$ cat src/rtl/port_endpoint.sv
// -----------------------------------------------------------------------------
// port_endpoint
//
// Node-side endpoint for one port of the topology connector. It turns the
// router core's local valid/ready streams into the registered link bundle:
//   - TX: a single output register feeds link_valid + packet.
//   - RX: an inbound FIFO that advertises space through a registered
//     link_ready.
// Every bit of port_o is a flop output.
//
// Ports
//   clk, rst   clock, synchronous active-high reset
//   port_o     outbound bundle {link_valid, link_ready, packet}
//   port_i     inbound bundle from the peer, same layout
//   tx_data    local packet to send
//   tx_valid   local packet present
//   tx_ready   local packet accepted this cycle
//   rx_data    head of the receive FIFO (first-word fall-through)
//   rx_valid   receive FIFO non-empty
//   rx_ready   local consumer pops the head this cycle
//   tx_count   accepted link transfers out, 16-bit saturating (LINK_STATS_EN only)
//   rx_count   FIFO writes from the link, 16-bit saturating (LINK_STATS_EN only)
//
// Build option
//   LINK_STATS_EN  when defined, adds the tx_count/rx_count ports and counters.
// -----------------------------------------------------------------------------
module port_endpoint #(
  parameter int PORT_SIZE  = 39,
  parameter int FIFO_DEPTH = 4
) (
  input  logic                 clk,
  input  logic                 rst,
  output logic [PORT_SIZE-1:0] port_o,
  input  logic [PORT_SIZE-1:0] port_i,
  input  logic [PORT_SIZE-3:0] tx_data,
  input  logic                 tx_valid,
  output logic                 tx_ready,
  output logic [PORT_SIZE-3:0] rx_data,
  output logic                 rx_valid,
  input  logic                 rx_ready
`ifdef LINK_STATS_EN
  ,
  output logic [15:0]          tx_count,
  output logic [15:0]          rx_count
`endif
);

  localparam int DATA_SIZE = PORT_SIZE - 2;
  localparam int PTR_W     = $clog2(FIFO_DEPTH);
  localparam logic [PTR_W:0] DEPTH_C = (PTR_W+1)'(FIFO_DEPTH);

  logic                 peer_valid;
  logic                 peer_ready;
  logic                 acc;
  logic                 wr_en;
  logic                 rd_en;

  logic                 out_valid_q, out_valid_d;
  logic [DATA_SIZE-1:0] out_data_q,  out_data_d;
  logic                 link_ready_q, link_ready_d;
  logic [PTR_W-1:0]     wr_ptr_q, wr_ptr_d;
  logic [PTR_W-1:0]     rd_ptr_q, rd_ptr_d;
  logic [PTR_W:0]       count_q, count_d;
  logic [DATA_SIZE-1:0] mem [FIFO_DEPTH];

  // ---- TX stage: output register toward the link ----
  always_comb begin
    peer_valid  = port_i[PORT_SIZE-1];
    peer_ready  = port_i[PORT_SIZE-2];
    acc         = out_valid_q & peer_ready;
    // During reset the register is being cleared anyway, so only the
    // peer's ready is reported.
    tx_ready    = rst ? peer_ready : (~out_valid_q | peer_ready);
    out_valid_d = out_valid_q;
    out_data_d  = out_data_q;
    if (tx_valid && tx_ready) begin
      out_valid_d = 1'b1;
      out_data_d  = tx_data;
    end else if (acc) begin
      out_valid_d = 1'b0;
    end
  end

  // ---- RX stage: inbound FIFO and registered link_ready ----
  always_comb begin
    rx_valid = (count_q != '0);
    rx_data  = mem[rd_ptr_q];
    // Inbound valid while we were not ready is dropped silently.
    wr_en    = peer_valid & link_ready_q;
    rd_en    = rx_valid & rx_ready;
    wr_ptr_d = wr_en ? wr_ptr_q + PTR_W'(1) : wr_ptr_q;
    rd_ptr_d = rd_en ? rd_ptr_q + PTR_W'(1) : rd_ptr_q;
    count_d  = count_q;
    case ({wr_en, rd_en})
      2'b10:   count_d = count_q + (PTR_W+1)'(1);
      2'b01:   count_d = count_q - (PTR_W+1)'(1);
      default: count_d = count_q;
    endcase
    // Ready is based on the post-edge occupancy, so a sender that sees it
    // high can always place one packet without overflowing.
    link_ready_d = (count_d < DEPTH_C);
  end

  always_ff @(posedge clk) begin
    if (rst) begin
      out_valid_q  <= 1'b0;
      out_data_q   <= '0;
      link_ready_q <= 1'b0;
      wr_ptr_q     <= '0;
      rd_ptr_q     <= '0;
      count_q      <= '0;
    end else begin
      out_valid_q  <= out_valid_d;
      out_data_q   <= out_data_d;
      link_ready_q <= link_ready_d;
      wr_ptr_q     <= wr_ptr_d;
      rd_ptr_q     <= rd_ptr_d;
      count_q      <= count_d;
    end
  end

  // FIFO storage holds no control state, so it is left unreset.
  always_ff @(posedge clk) begin
    if (wr_en) begin
      mem[wr_ptr_q] <= port_i[DATA_SIZE-1:0];
    end
  end

  assign port_o = {out_valid_q, link_ready_q, out_data_q};

`ifdef LINK_STATS_EN
  // ---- Link statistics ----
  logic [15:0] tx_cnt_q, tx_cnt_d;
  logic [15:0] rx_cnt_q, rx_cnt_d;

  function automatic logic [15:0] sat_inc(input logic [15:0] v, input logic en);
    return (en && (v != 16'hFFFF)) ? v + 16'd1 : v;
  endfunction

  always_comb begin
    tx_cnt_d = sat_inc(tx_cnt_q, acc);
    rx_cnt_d = sat_inc(rx_cnt_q, wr_en);
  end

  always_ff @(posedge clk) begin
    if (rst) begin
      tx_cnt_q <= '0;
      rx_cnt_q <= '0;
    end else begin
      tx_cnt_q <= tx_cnt_d;
      rx_cnt_q <= rx_cnt_d;
    end
  end

  assign tx_count = tx_cnt_q;
  assign rx_count = rx_cnt_q;
`endif

endmodule

$ cat config.mk
export PLATFORM = sky130hd
export DESIGN_NAME = port_endpoint
export DESIGN_NICKNAME = d
export VERILOG_FILES = /design/src/rtl/port_endpoint.sv
export SDC_FILE = /design/constraint.sdc
export NUM_CORES = 1
export LEC_CHECK = 0
export ABC_AREA = 1
export CAP_MARGIN = 15
export CORE_ASPECT_RATIO = 1.75
export CORE_MARGIN = 2
export CORE_UTILIZATION = 35
export CTS_BUF_LIST = sky130_fd_sc_hd__clkbuf_8 sky130_fd_sc_hd__clkbuf_16
export DETAILED_ROUTE_END_ITERATION = 6
export PLACE_DENSITY_LB_ADDON = 0.2
export RECOVER_POWER = 50
export SETUP_SLACK_MARGIN = 0.02
export SLEW_MARGIN = 30
export SYNTH_ARGS = -nofsm -noshare
export SYNTH_HDL_FRONTEND = slang
export SYNTH_SLANG_ARGS = --single-unit
$ cat constraint.sdc
create_clock -name clk -period 5.02 [get_ports clk]
set_clock_uncertainty 0.2 [all_clocks]
set_input_delay 1.004 -clock clk [delete_from_list [all_inputs] [get_ports clk]]
set_output_delay 1.004 -clock clk [all_outputs]
set_load 0.1 [all_outputs]
After elaboration in Yosys (flattened, before gate mapping) --
Memories as Yosys holds them, arrays and structs flattened. A register that Yosys moved wholly into a read port is not among the register bits. Cells that the tools add are included. Widths: inputs -> output; s select.
Cells by class: add/sub/neg operators 4, magnitude comparators 1, equality and inequality tests 2, multiplexer cells 8, bitwise logic cells 5, reduce and logical (&&, ||, !) cells 3
Operators with widths (number):
- $pmux 3 s2 | 1
- $mux 1 | 5
- $add 2x1->2 const B | 2
- $mux 2 | 2
- $add 3x1->3 const B | 1
- $and 1x1->1 | 3
- $lt 3x3->1 const B | 1
- $reduce_bool 3->1 | 1
- $sub 3x1->3 const B | 1
- $eq 2x1->1 const B | 1
- $eq 2x2->1 const B | 1
- $reduce_bool 2->1 | 1
- $logic_and 1x1->1 | 1
- $not 1->1 | 1
- $or 1x1->1 | 1
Word-level totals: register bits 46, memory bits (writable) 148, bits of input ports 80, output and inout port bits 78, logic and storage cells 30, memories 1
Memory list:
- mem | words 4, bits a word 37, read ports 1, clocked after Yosys merged registers in 1, wr ports 1, RTL line 64 | logic [DATA_SIZE-1:0] mem [FIFO_DEPTH];

Depth between registers and ports, before layout --
Gate-level depths: netlist of the first run.
word-level depth 5, gate-level depth with buffers 12, mapped depth without buffers 12

Least setup slack after synthesis of the first run --
OpenSTA, ideal clock, no wires.
path type register to output, start register with a tool-made name, end output port rx_data[16], data arrival time 2.321 ns, required time 3.816 ns, slack 1.495 ns, stages on the path, launching flop included 7, path buffers 3, cells stage by stage dfxtp_1 buf_4 inv_2 buf_4 buf_4 o21ai_1 o22ai_1
RTL lines:
- end, declared | RTL line 38 | output logic [PORT_SIZE-3:0] rx_data,

Worst setup path after layout of the first run --
start input port port_i[38], end memory mem[1][16] in the netlist's numbering, enable pin
Between the ends: word-level cells in the longest chain between the ends 3
Ends and longest elaborated chain:
- start, declared | RTL line 34 | input logic [PORT_SIZE-1:0] port_i,
- $and 1x1->1 | RTL line 89 | wr_en = peer_valid & link_ready_q;
- $mux 1 | RTL line 124 | if (wr_en) begin
- $mux 1 (not written as such) | RTL line 125 | mem[wr_ptr_q] <= port_i[DATA_SIZE-1:0];
- end, declared | RTL line 64
No other way between the ends.

==> impl_metrics.json, run 1 <==
{
  "initial_utilization": 0.3547,
  "area_growth_syn_to_layout_pct": 35.69,
  "cts_tree": "done",
  "endpoint_kind": "register",
  "finalCriticalPeriod_ns": 3.830,
  "synthCells": 637,
  "synth_top_cell_by_area": "edfxtp_1",
  "grt_pass1_vias": 5390,
  "yosysSeqAreaShare": 0.7118,
  "max_freq_ghz": 0.2611,
  "grt_overflow": 0,
  "fin_crit_sh": 0.7629,
  "drc": 0,
  "critPathRequiredTime_ns": 4.93,
  "worst-path-max-fanout": 20,
  "peakVddDrop_mv": 0.2486,
  "path_class": "in2reg",
  "maxCapViolations": 3,
  "setup_tns_ns": 0,
  "antenna_left": 0,
  "synthFlopType": "edfxtp_1",
  "grt.total_usage": 0.1589,
  "die_h_um": 198.9,
  "dp_slack_ns": 1.543,
  "tightest_slew_ns": 1.941,
  "synth_area_per_cell_sq_um": 11.92,
  "num_io_pins": 158,
  "antenna_found_initial": 2,
  "clk_pin_slew_ns": 0.07,
  "synth_edf_count": 148,
  "synth_compound_area_frac": 0.1114,
  "power.density_mw_per_mm2": 600.3,
  "yosys.area_share.simple": 0.1244,
  "async_flop_share": 0,
  "die_w_um": 115.3,
  "root_buffer": "clkbuf_16",
  "design.core.area_sq_mm": 0.02141,
  "num_antenna_cells": 0,
  "dr.pass1.iters": 4,
  "grt_pass1_wl_um": 27770,
  "synthTopCellsByArea": "edfxtp_1 59%, dfxtp_1 13%, nor2_1 6.1%",
  "drive_gt1_frac": 0.1015,
  "timing.final.hold_violations": 0,
  "post_cts_buffers": 0,
  "yosys.area_share.adder": 0.01087,
  "portBuffers": 157,
  "cts_resized": 0,
  "vias_per_cell": 4.858,
  "clkSinkCount": 196,
  "synth_xor_area_frac": 0,
  "gp_congestion": 0.7607,
  "post-route-util": 0.4813,
  "synth.area.mux_share": 0,
  "setup_viol": 0,
  "drt_iter0_drc": 287,
  "start_kind": "primary input",
  "cp.arrival_ns": 3.74,
  "cts_buffers": 17,
  "slew_headroom": -0.2986,
  "wl_per_cell_um": 16.43,
  "finalMaxSlewViolations": 61,
  "synth_top_family_by_area": "simple AND/OR/NAND/NOR gates",
  "cts_buffer_depth": 2,
  "yosysWarningCount": 0,
  "synth-seq-cells": 196,
  "p_leak_nw": 3.670,
  "synth_nets": 723,
  "min_path_type": "reg2reg",
  "rows": 71,
  "die_area_sq_mm": 0.02294,
  "dp_hpwl_um": 11260,
  "grt_max_degree": 76,
  "netlist_area_sq_mm": 0.007594,
  "post_synth_num_cell_types": 22,
  "worst_skew_pair.late_latency_ns": 0.44,
  "violations": "capacitance limit, slew limit",
  "fin_nets": 862,
  "whs_ns": 0.2824,
  "drt-total-wl_um": 17750,
  "setup_ws_ns": 1.190,
  "status": "finished, violations left",
  "vias": 5247,
  "h-tree-depth": 4,
  "synth_top_area_frac": 0.5853,
  "rsz0062_at_grt": "false",
  "cts_hold_buf": 0
}
worst paths after layout:
kind                        from             end  slack [ns]  cells after the start
setup / recovery      port_i[38]      mem[1][16]        1.19                      4
hold / removal    out_data_q[29]  out_data_q[29]        0.28                      2
setup reg to reg     wr_ptr_q[0]      mem[0][25]        1.90                      5
hold reg to reg   out_data_q[29]  out_data_q[29]        0.28                      2
flip-flops by register name (all words and copies together) (netlist names), named ones only:
| register | count |
|---|---|
| rd_ptr_q | 2 |
| mem | 148 |
| wr_ptr_q | 2 |
| count_q | 2 |
| out_valid_q | 1 |
| link_ready_q | 1 |
| out_data_q | 37 |
critical path: stages:
cell and delay, ns:
dlygate4sd3_1 0.54, nand2_1 0.18, nor2_1 1.49, buf_4 0.51
cell families after synthesis:
kind of cell / Yosys count
AOI/OAI and AO/OA: 159
adders and majority gates: 6
buffers and inverters: 63
DFF: 196
and+or+nand+nor: 213
synthesized netlist by cell type, types with 5 or more instances:
| cell | count |
|---|---|
| edfxtp_1 | 148 |
| nor2_1 | 123 |
| nand2_1 | 49 |
| dfxtp_1 | 48 |
| a21oi_1 | 43 |
| o21ai_0 | 40 |
| o21ai_1 | 38 |
| nand3b_1 | 37 |
| o22ai_1 | 37 |
| clkbuf_1 | 17 |
| inv_1 | 16 |
| buf_4 | 14 |
| buf_2 | 9 |
| ha_1 | 5 |
per-layer routing:
metal / global-route usage / part of all wire / vias up
li1: - / - / 2538
met1: 0.1792 / 0.40 / 2509
met2: 0.2746 / 0.51 / 170
met3: 0.05850 / 0.070 / 26
met4: 0.05266 / 0.016 / 4
met5: 0 / 0.0015 / -
area by class of cell:
| cell class | instances | area, sq um |
|---|---|---|
| multi-input cells | 378 | 1881 |
| inverters | 18 | 68.82 |
| flip-flops and latches | 196 | 5406 |
| well taps | 292 | 365.4 |
| clock buffers | 17 | 425.4 |
| clock inverters | 14 | 160.2 |
| repair buffers | 165 | 1997 |
| fillers | 1890 | 11110 |
where the power goes:
part,internal [mW],total (mW),switching [mW]
combinational,0.860,2.89,2.03
sequential,1.88,1.93,0.0488
clock,0.777,1.36,0.581
total,3.52,6.18,2.66
cell usage in the layout, fill, tap and decap left out, drive strengths merged, types with 37 or more instances in the layout:
| master | instances |
|---|---|
| nand3b | 37 |
| o22ai | 37 |
| nor2 | 123 |
| nand2 | 49 |
| buf | 47 |
| o21ai | 79 |
| dfxtp | 48 |
| edfxtp | 148 |
| dlygate4sd3 | 39 |
| a21oi | 43 |
| clkdlybuf4s50 | 79 |
per-stage QoR:
stage          cells  instance area, sq um  total power, mW
6_report        1080                 10300            6.185
5_1_grt         1080                 10300            6.422
4_1_cts         1080                 10330            6.263
3_5_place_dp    1049                  9748            4.896
3_3_place_gp    1049                  9744            4.866
2_1_floorplan    637                  7594            3.894
Note: power is estimated with default switching activity, not from simulation.
==> run 2: changes to the inputs <==
==> constraint.sdc (replaced) <==
create_clock -name clk -period 4 [get_ports clk]
set_clock_uncertainty 0.2 [all_clocks]
set_input_delay 0.8 -clock clk [delete_from_list [all_inputs] [get_ports clk]]
set_output_delay 0.8 -clock clk [all_outputs]
set_load 0.1 [all_outputs]
==> run 2 against run 1 <==
  * The run still ends with capacitance limit, slew limit left
  * Critical path depth up 1
  * Utilization up 0.27 points
  * Sequential share of layout area down 0.30 points
  * Largest power group unchanged
  * Highest routed layer unchanged
==> impl_metrics.json, run 2 (synthesis gave the netlist of run 1 again) <==
{
  "cp.arrival_ns": 2.29,
  "multi_input_area_sq_mm": 0.001911,
  "drt_iter0_drc": 269,
  "grt_pass1_vias": 5379,
  "peakVddDrop_mv": 0.3305,
  "n_fill_cell": 1937,
  "gp_congestion": 0.7531,
  "finalMaxSlewViolations": 44,
  "timing.final.hold_violations": 0,
  "worst_skew_pair.late_latency_ns": 0.42,
  "crit_slowest_cell": "clkinv_1",
  "cp_cell_sequence": "clkinv_1 > buf_4 > o21ai_1 > o22ai_1 > buf_12",
  "cts_buffers": 17,
  "h-tree-depth": 4,
  "ff_latch_area_sq_mm": 0.005406,
  "fin_crit_sh": 0.8229,
  "cp_top_family": "buffers and inverters",
  "cts_resized": 0,
  "power.density_mw_per_mm2": 747.0,
  "setup_viol": 0,
  "crit_buf_inv": 3,
  "vias": 5325,
  "clk_pin_slew_ns": 0.07,
  "dp_slack_ns": 0.9581,
  "mostFrequentLayoutCells": "148 x edfxtp_1, 119 x nor2_1, 79 x clkdlybuf4s50_1, 49 x nand2_1, 47 x dfxtp_1",
  "maxCapViolations": 1,
  "antenna_left": 0,
  "die_area_sq_mm": 0.02294,
  "area_growth_syn_to_layout_pct": 36.46,
  "largest_register_ff_count": 148,
  "rsz0062_at_grt": "false",
  "final_common_cell": "edfxtp_1",
  "cts_buffer_depth": 2,
  "grt_max_degree": 75,
  "cts_hold_buf": 0,
  "reg_top3": "mem x148, out_data_q x37",
  "vias_per_cell": 4.894,
  "grt.total_usage": 0.1620,
  "root_buffer": "clkbuf_16",
  "path_class": "reg2out",
  "post_cts_buffers": 0,
  "initial_utilization": 0.3547,
  "finalCriticalPeriod_ns": 3.292,
  "die_w_um": 115.3,
  "violations": "capacitance limit, slew limit",
  "grt_overflow": 0,
  "slew_headroom": -0.1717,
  "dp_hpwl_um": 11230,
  "p_leak_nw": 3.680,
  "drive_gt1_frac": 0.1059,
  "die_h_um": 198.9,
  "setup_ws_ns": 0.7084,
  "cts_tree": "done",
  "num_io_pins": 158,
  "grt_pass1_wl_um": 28190,
  "regMostFlops": "mem",
  "portBuffers": 157,
  "setup_tns_ns": 0,
  "antenna_found_initial": 4,
  "worst-path-max-fanout": 24,
  "dr.pass1.iters": 4,
  "endpoint_kind": "output port",
  "clkSinkCount": 196,
  "drc": 0,
  "start_kind": "register",
  "cpPeakStageDelay_ns": 0.63,
  "critPathRequiredTime_ns": 3.00,
  "min_path_type": "reg2reg",
  "max_freq_ghz": 0.3038,
  "drt-total-wl_um": 17960,
  "fin_nets": 866,
  "status": "finished, violations left",
  "rows": 71,
  "wl_per_cell_um": 16.51,
  "design.core.area_sq_mm": 0.02141,
  "tightest_slew_ns": 1.758
}
-- run 2: changes by cell type in the layout (fill, tap and decap cells not counted), sizes merged --
cell      previous run  this run
buf                 47        46
inv                 19        20
clkbuf              17        22
clkinvlp             3         5
diode                0         3
clkinv               7         6
bufinv               3         2
-- run 2: where the power goes --
part           total [mW]  switching [mW]  leakage, nW  internal (mW)
Combinational        3.68            2.58         1.67           1.10
Clock                1.63           0.721        0.268          0.912
Sequential           2.43          0.0643         1.74           2.37
Total                7.74            3.36         3.68           4.38
-- run 2: through the flow --
stage	instances	hold WS [ns]	total power, mW	util	instance area, sq um
floorplan	637	0.2587	4.887	-	7594
global placement	1053	0.2602	6.139	0.4577	9799
detailed placement	1053	0.2725	6.185	0.4577	9799
CTS	1085	0.2891	7.822	0.4842	10370
global route	1087	0.3134	8.052	0.4839	10360
finish	1088	0.2826	7.741	0.4840	10360
-- run 2: final timing paths --
check,startpoint,to,slack (ns),depth (start not counted)
worst max-delay path,register,rx_data[23],0.71,5
worst min-delay path,out_data_q[17],out_data_q[17],0.28,2
worst max register to register,link_ready_q,mem[1][17],1.68,3
worst min register to register,out_data_q[17],out_data_q[17],0.28,2
-- run 2: worst reg2reg max path, cell delays in order (launching register included) --
cell and delay, ns:
dfxtp_1 0.35, nand2_1 0.30, nor2_4 0.17, clkbuf_2 0.86
-- run 2: area by class of cell --
type / count / area share
Inverter: 18 / 0.006520
Clock inverter: 15 / 0.01364
Clock buffer: 17 / 0.04105
Antenna cell: 3 / 0.0007245
Tap cell: 292 / 0.03526
Multi-Input combinational cell: 378 / 0.1844
Sequential cell: 196 / 0.5217
Timing Repair Buffer: 169 / 0.1967
-- run 2: metal layers --
metal | vias up | track usage | share of wire
met5 | - | 0 | 0.00089
met4 | 2 | 0.06560 | 0.023
met3 | 26 | 0.05576 | 0.070
met2 | 179 | 0.2814 | 0.52
met1 | 2560 | 0.1787 | 0.38
li1 | 2558 | - | -
==> run 3: changes to the inputs <==
==> constraint.sdc (replaced) <==
create_clock -name clk -period 2.7 [get_ports clk]
set_clock_uncertainty 0.2 [all_clocks]
set_input_delay 0.54 -clock clk [delete_from_list [all_inputs] [get_ports clk]]
set_output_delay 0.54 -clock clk [all_outputs]
set_load 0.1 [all_outputs]
==> run 3 against run 2 <==
  * The run now ends clean
  * Clock power rose by 55%
  * Die area did not move
  * Hold slack improved by 0.0070 ns
  * Wire length fell by 0.38%
  * First-iteration DRC count fell by 19%
  * Worst setup slack got worse by 0.62 ns
  * Sequential share of layout area fell by 1.2 points
  * Via count fell by 1.1%
  * Power rose by 52%
  * Critical path type unchanged
==> impl_metrics.json, run 3 (synthesis gave the netlist of run 1 again) <==
{
  "tightest_slew_ns": 1.214,
  "antenna_left": 0,
  "root_buffer": "clkbuf_16",
  "peakVddDrop_mv": 0.6725,
  "crit_buf_inv": 2,
  "power_switching_mw": 5.075,
  "h-tree-depth": 4,
  "cts_buffers": 17,
  "dr.pass1.iters": 6,
  "swShare": 0.4302,
  "critPathRequiredTime_ns": 1.96,
  "final_common_cell": "edfxtp_1",
  "setup_viol": 0,
  "initial_utilization": 0.3547,
  "vias_per_cell": 4.803,
  "combPwrFrac": 0.481,
  "status": "finished, final reports clean",
  "post_cts_buffers": 0,
  "area_growth_syn_to_layout_pct": 39.81,
  "clkSinkCount": 196,
  "cp_cell_sequence": "clkbuf_8 > o21ai_0 > o22ai_2 > buf_12",
  "cp.arrival_ns": 1.87,
  "place_area_sq_mm": 0.01008,
  "cts_buffer_depth": 2,
  "reg2reg_to": "mem[1][19]",
  "clkPwrFrac": 0.214,
  "path_class": "reg2out",
  "reg_top3": "mem x148, out_data_q x37",
  "gp_congestion": 0.7463,
  "regMostFlops": "mem",
  "drt-total-wl_um": 17890,
  "max_freq_ghz": 0.3825,
  "finalCriticalPeriod_ns": 2.614,
  "slew_headroom": 0.1908,
  "rows": 71,
  "worst_skew_pair.late_latency_ns": 0.43,
  "portBuffers": 157,
  "endpoint_kind": "output port",
  "grt_max_degree": 59,
  "p_int_mw": 6.721,
  "dp_hpwl_um": 11960,
  "p_total_mw": 11.80,
  "holdPathStages": 2,
  "die_w_um": 115.3,
  "worstHoldStart": "out_data_q[24]",
  "dp.cells": 1061,
  "vias": 5264,
  "hold-path-endpoint": "out_data_q[24]",
  "timing.final.hold_violations": 0,
  "design.core.area_sq_mm": 0.02141,
  "rr_worst_depth": 4,
  "wl_per_cell_um": 16.32,
  "die_h_um": 198.9,
  "drc": 0,
  "finalMaxSlewViolations": 0,
  "whs_ns": 0.2896,
  "worst-path-max-fanout": 58,
  "grt.total_usage": 0.1604,
  "clk_pin_slew_ns": 0.07,
  "cts_tree": "done",
  "final_cells": 1096,
  "post-route-util": 0.4959,
  "p_leak_nw": 3.884,
  "p_seq_frac": 0.305,
  "die_area_sq_mm": 0.02294,
  "grt_pass1_wl_um": 27900,
  "rsz0062_at_grt": "false",
  "largest_register_ff_count": 148,
  "num_io_pins": 158,
  "power.density_mw_per_mm2": 1111,
  "fin_area_sq_mm": 0.01062,
  "mostFrequentLayoutCells": "148 x edfxtp_1, 123 x nor2_1, 49 x nand2_1, 46 x dfxtp_1, 46 x buf_4",
  "fin_nets": 874,
  "crit_slowest_cell": "dfxtp_2",
  "start_kind": "register",
  "grt_pass1_vias": 5378,
  "fin_crit_sh": 0.9683,
  "min_path_type": "reg2reg",
  "maxCapViolations": 0,
  "r2r_start": "link_ready_q",
  "antenna_found_initial": 4,
  "drive_gt1_frac": 0.2063,
  "drt_iter0_drc": 219,
  "grt_overflow": 0,
  "cpPeakStageDelay_ns": 0.37,
  "rrSetupSlack_ns": 0.54,
  "cp_top_family": "buffers and inverters"
}
==> run 3: changes by cell type in the layout (fill, tap and decap cells not counted), moves of 5 or more <==
cell             delta
buf_12              +5
buf_4              +39
clkdlybuf4s50_1    -40
o22ai_1            -37
o22ai_2            +37
==> run 3: how the worst max path moves through the flow <==
stage / start / endpoint / slack [ns] / cells after the start
final: register / rx_data[10] / 0.09 / 4
after global routing: register / rx_data[11] / 0.03 / 4
after CTS: register / rx_data[18] / 0.02 / 5
after detailed placement: port_i[38] / link_ready_q / 0.25 / 10
after global placement: port_i[38] / link_ready_q / 0.29 / 10
after floorplan: port_i[38] / mem[0][0] / -0.21 / 2
==> run 3: worst min-delay path, delay by kind of cell (launching register included) <==
kind / cells / cell delay (ns)
DFF: 1 / 0.33
and+or+nand+nor: 1 / 0.08
AOI/OAI and AO/OA: 1 / 0.04
==> run 3: per-layer routing <==
metal  GRT usage  vias to the layer above  part of all wire
li1            -                     2568                 -
met1      0.1687                     2534              0.38
met2      0.2985                      147              0.56
met3     0.04449                       15             0.051
met4     0.05846                        0             0.013
met5           0                        -                 0
==> run 3: per-stage QoR <==
stage | setup WS (ns) | TNS [ns]
2_1_floorplan | -0.2058 | -30.46
6_report | 0.08566 | 0
4_1_cts | 0.02071 | 0
5_1_grt | 0.03062 | 0
3_3_place_gp | 0.2950 | 0
3_5_place_dp | 0.2461 | 0
==> run 3: cell type report <==
| type | instances | area (sq um) |
|---|---|---|
| antenna | 4 | 10.01 |
| clock buffer | 17 | 425.4 |
| clock inverter | 14 | 161.4 |
| fill | 1890 | 10790 |
| inverter | 18 | 73.82 |
| multi-input combinational | 378 | 2112 |
| sequential | 196 | 5408 |
| tap | 292 | 365.4 |
| timing repair buffer | 177 | 2061 |
==> run 3: repair_timing <==
action	CTS	global route
setup endpoints to repair	17	30
hold buffers	0	0
resized for setup	1	5
==> run 3: power groups by stage <==
stage               logic (mW)  clock network (mW)  registers [mW]
global placement          5.69                   0            3.65
global route              5.91                2.72            3.62
finish                    5.67                2.52            3.60
CTS                       5.77                2.59            3.60
floorplan                 3.48                   0            3.95
detailed placement        5.76                   0            3.66
